==> src/rtl/rotate_left_pipe.sv <==
// Pipelined left rotator with valid/ready handshakes on both sides.
// S0 registers the input word; each following stage applies one amount bit,
// and the last stage drives the output directly.
module rotate_left_pipe #(
  parameter int WIDTH = 4
) (
  input  logic                       clock,
  input  logic                       reset,
  input  logic                       in_valid,
  output logic                       in_ready,
  input  logic [$clog2(WIDTH)-1:0]   amount,
  input  logic [WIDTH-1:0]           din,
  output logic                       out_valid,
  input  logic                       out_ready,
  output logic [WIDTH-1:0]           dout,
  output logic                       busy
);

  localparam int AMTW = $clog2(WIDTH);

  // Stage k data; stage AMTW is the output register.
  logic [WIDTH-1:0] data_q [0:AMTW];
  // Residual amount bits, shifted down one place per stage so that
  // stage k always consumes bit 0 of what stage k-1 carries.
  logic [AMTW-1:0]  amt_q  [0:AMTW-1];
  logic [AMTW:0]    vld_q;
  // adv[k]: stage k takes a new word (or bubble) from its upstream this cycle.
  logic [AMTW:0]    adv;
  logic [WIDTH-1:0] rot_d  [1:AMTW];

  // A stage can advance when the output drains or any stage at or after it
  // holds a bubble; written flat to avoid a chained ready path.
  genvar g;
  generate
    for (g = 0; g <= AMTW; g++) begin : g_adv
      assign adv[g] = out_ready | ~(&vld_q[AMTW:g]);
    end
  endgenerate

  // Stage k rotates left by 2^(k-1) when its residual amount bit is set.
  always_comb begin
    int s;
    s = 0;
    for (int k = 1; k <= AMTW; k++) begin
      s = 1 << (k - 1);
      rot_d[k] = amt_q[k-1][0]
               ? ((data_q[k-1] << s) | (data_q[k-1] >> (WIDTH - s)))
               : data_q[k-1];
    end
  end

  // Pipeline registers: each stage loads when allowed, otherwise holds.
  always_ff @(posedge clock) begin
    if (reset) begin
      vld_q <= '0;
      for (int k = 0; k <= AMTW; k++) data_q[k] <= '0;
      for (int k = 0; k < AMTW; k++)  amt_q[k]  <= '0;
    end else begin
      if (adv[0]) begin
        data_q[0] <= din;
        amt_q[0]  <= amount;
        vld_q[0]  <= in_valid;
      end
      for (int k = 1; k <= AMTW; k++) begin
        if (adv[k]) begin
          data_q[k] <= rot_d[k];
          vld_q[k]  <= vld_q[k-1];
        end
      end
      for (int k = 1; k < AMTW; k++) begin
        if (adv[k]) amt_q[k] <= amt_q[k-1] >> 1;
      end
    end
  end

  assign in_ready  = ~reset & adv[0];
  assign out_valid = vld_q[AMTW];
  assign dout      = data_q[AMTW];
  assign busy      = |vld_q;

endmodule

==> config.mk <==
export PLATFORM = sky130hd
export DESIGN_NAME = rotate_left_pipe
export DESIGN_NICKNAME = d
export VERILOG_FILES = /design/src/rtl/rotate_left_pipe.sv
export SDC_FILE = /design/constraint.sdc
export NUM_CORES = 1
export LEC_CHECK = 0
export BUFFER_PORTS_ARGS = -buffer_cell sky130_fd_sc_hd__buf_2
export CORE_ASPECT_RATIO = 1.5
export CORE_MARGIN = 5
export CORE_UTILIZATION = 30
export DETAILED_ROUTE_END_ITERATION = 7
export GPL_TIMING_DRIVEN = 0
export PLACE_DENSITY = 0.53
export SLEW_MARGIN = 25
export SYNTH_ARGS = -nofsm -noshare
export SYNTH_HDL_FRONTEND = slang
export SYNTH_SLANG_ARGS = --single-unit
==> constraint.sdc <==
create_clock -name clock -period 1.4 [get_ports clock]
set_input_delay 0.07 -clock clock [delete_from_list [all_inputs] [get_ports clock]]
set_output_delay 0.07 -clock clock [all_outputs]
set_load 0.02 [all_outputs]
==> out/qor.yml <==
port_buffers: 16
synth_edf_count: 15
drc_errors: 0
start_util_pct: 30.6
fin_crit_ns: 1.32
holdBufCountCts: 0
post-route-period-util_pct: 94.5
ios: 17
reg2reg_slack_ns: 0.20
rows: 24
rsz0062_at_grt: "no"
antenna_cells: 0
cts_tree: "done"
clock_path_buffers: 2
synth.net_count: 74
timing.rr.start: "vld_q[1]"
vdd.ir_drop.worst_v: 0.000528
ys_async_sr_fraction_pct: 0
dr_total_vias: 530
synth_area_um2: 882
drtIter0Drc: 7
finalHoldViolCount: 0
p_leak_nw: 0.428
die_x_um: 54.3
overflow: 0
first_pass_iters: 4
gp_congestion: 0.625
ys.flop_type: "edfxtp_1"
rr_endpoint: "data_q[0][3]"
startpoint: "vld_q[1]"
required_ns: 1.33
finalSetupTns_ns: 0
clk_pin_slew_ns: 0.06
clkLatencyLatePin_ns: 0.25
slew_violations: 0
path_max_fanout: 17
grt_pass1_wl_um: 2450
clock-sinks: 18
maxCapViolCount: 0
cp-endpoint: "in_ready"
nets: 94
p_per_area_nw_per_um2: 1040
synth-seq-cells: 18
tightest_slew_ns: 0.271
r2r_cells: 2
h-tree-depth: 1
worst_hold_slack_ns: 0.0412
finalSetupViolCount: 0
antenna_found_initial: 0
drt-total-wl_um: 1370
cp_data_arrival_time_ns: 1.25
wl_per_cell_um: 11.3
root_buffer: "clkbuf_8"
cp-end-kind: "output port"
netlist_instances: 64
grt_usage_pct: 8.29
fmax_mhz: 756
syn_to_final_growth_pct: 19.1
finClkSkew_ns: 0.00393
status: "completed"
drive_gt1_share_pct: 47.0
dieArea_um2: 4150
grt_pass1_vias: 538
antenna_left: 0
synth.distinct_cells: 20
grt_max_degree: 18
setup.worst_path.class: "flip-flop to output port"
drt-vias-per-instance: 4.34
core-area_um2: 2880
syn_avg_cell_area_um2: 13.8
cts_buffers: 3
relSlewSlack_pct: 81.9
chipHeight_um: 76.4
yosys_warnings: 0
seq_area_frac_synth_pct: 57.9
hold_path_class: "input pin to flip-flop"
start_kind: "flip-flop"
-- cells in the final DEF, fill, tap and decap left out --
master / instances
edfxtp_1: 15
and4b_1: 1
o21ba_2: 1
nor3b_1: 6
a21oi_1: 2
nor2_1: 1
buf_1: 2
dfxtp_1: 2
nor3_2: 8
buf_2: 18
buf_4: 4
dfxtp_2: 1
nand3b_1: 1
buf_12: 1
clkbuf_8: 3
clkbuf_1: 1
nor3b_2: 1
mux2i_1: 8
nand2b_1: 1
or2_2: 2
inv_1: 2
or3_1: 2
-- metrics by stage --
stage / power, mW / std cells / utilization, % / instance area, um^2 / setup WS, ns
3_5_place_dp: 0.736 / 119 / 35.1 / 1010 / 0.177
4_1_cts: 1.11 / 122 / 36.2 / 1040 / 0.0390
2_1_floorplan: 0.702 / 64 / - / 882 / 0.117
6_report: 1.10 / 122 / 36.5 / 1050 / 0.0774
5_1_grt: 1.15 / 122 / 36.5 / 1050 / 0.00802
3_3_place_gp: 0.734 / 119 / 35.1 / 1010 / 0.175
-- layout make-up --
type                    instances  area (um^2)
plain buffers                   9         67.6
clock buffers                   4         45.0
fillers                       299         1830
inverters                       2         7.51
multi-input cells              34          290
flip-flops and latches         18          512
well taps                      39         48.8
repair buffers                 16         80.1
-- per-layer routing --
| layer | up-vias | wire [um] | track usage, % |
|---|---|---|---|
| li1 | 264 | - | - |
| met1 | 245 | 507 | 8.69 |
| met2 | 16 | 712 | 12.7 |
| met3 | 5 | 102 | 2.74 |
| met4 | 0 | 51 | 6.73 |
| met5 | - | 0 | 0 |
-- worst max-delay path, cell delays in order (launching register included) --
cell,delay (ns)
dfxtp_1,0.35
and4b_1,0.26
buf_12,0.17
nor2_1,0.05
buf_2,0.16
-- cells by family (layout without fill, tap and decap cells) --
logic type,count (synthesis),in the layout,share of synthesized area (%)
multiplexers,8,8,9.08
AND/OR/NAND/NOR,23,23,21.6
buffers and inverters,12,31,9.22
AO/OA/AOI/OAI,3,3,2.27
flip-flops,18,18,57.9
-- power by group --
part           switching, mW  internal, mW  total [mW]
registers             0.0110         0.606       0.617
clock network          0.170         0.202       0.372
logic                 0.0537        0.0524       0.106
-- cells in the mapped netlist (2+ instances only) --
library cell	n	area [um^2]
inv_1	2	7.51
buf_4	4	30.0
nor3_2	8	80.1
buf_1	2	7.51
a21oi_1	2	10.0
or2_2	2	12.5
nor3b_1	6	45.0
or3_1	2	12.5
edfxtp_1	15	450
dfxtp_1	3	60.1
mux2i_1	8	80.1
buf_2	2	10.0
-- how the worst min path moves through the flow --
stage,from,to,cells after the start
final,in_valid,vld_q[0],2
after global routing,in_valid,vld_q[0],2
after detailed placement,in_valid,vld_q[0],2
after floorplan,in_valid,vld_q[0],1
after global placement,in_valid,vld_q[0],2
after CTS,in_valid,vld_q[0],2
-- sequential cells by signal (all words and copies together), names as in the netlist --
signal,cells
data_q,12
amt_q,3
vld_q,3
-- timing repair --
action | 4_1_cts | 5_1_grt
buffers inserted | 0 | 0
pin swaps | 0 | 0
setup endpoints to repair | 1 | 1
gates resized for setup | 1 | 2
(Power assumes the default switching activity.)
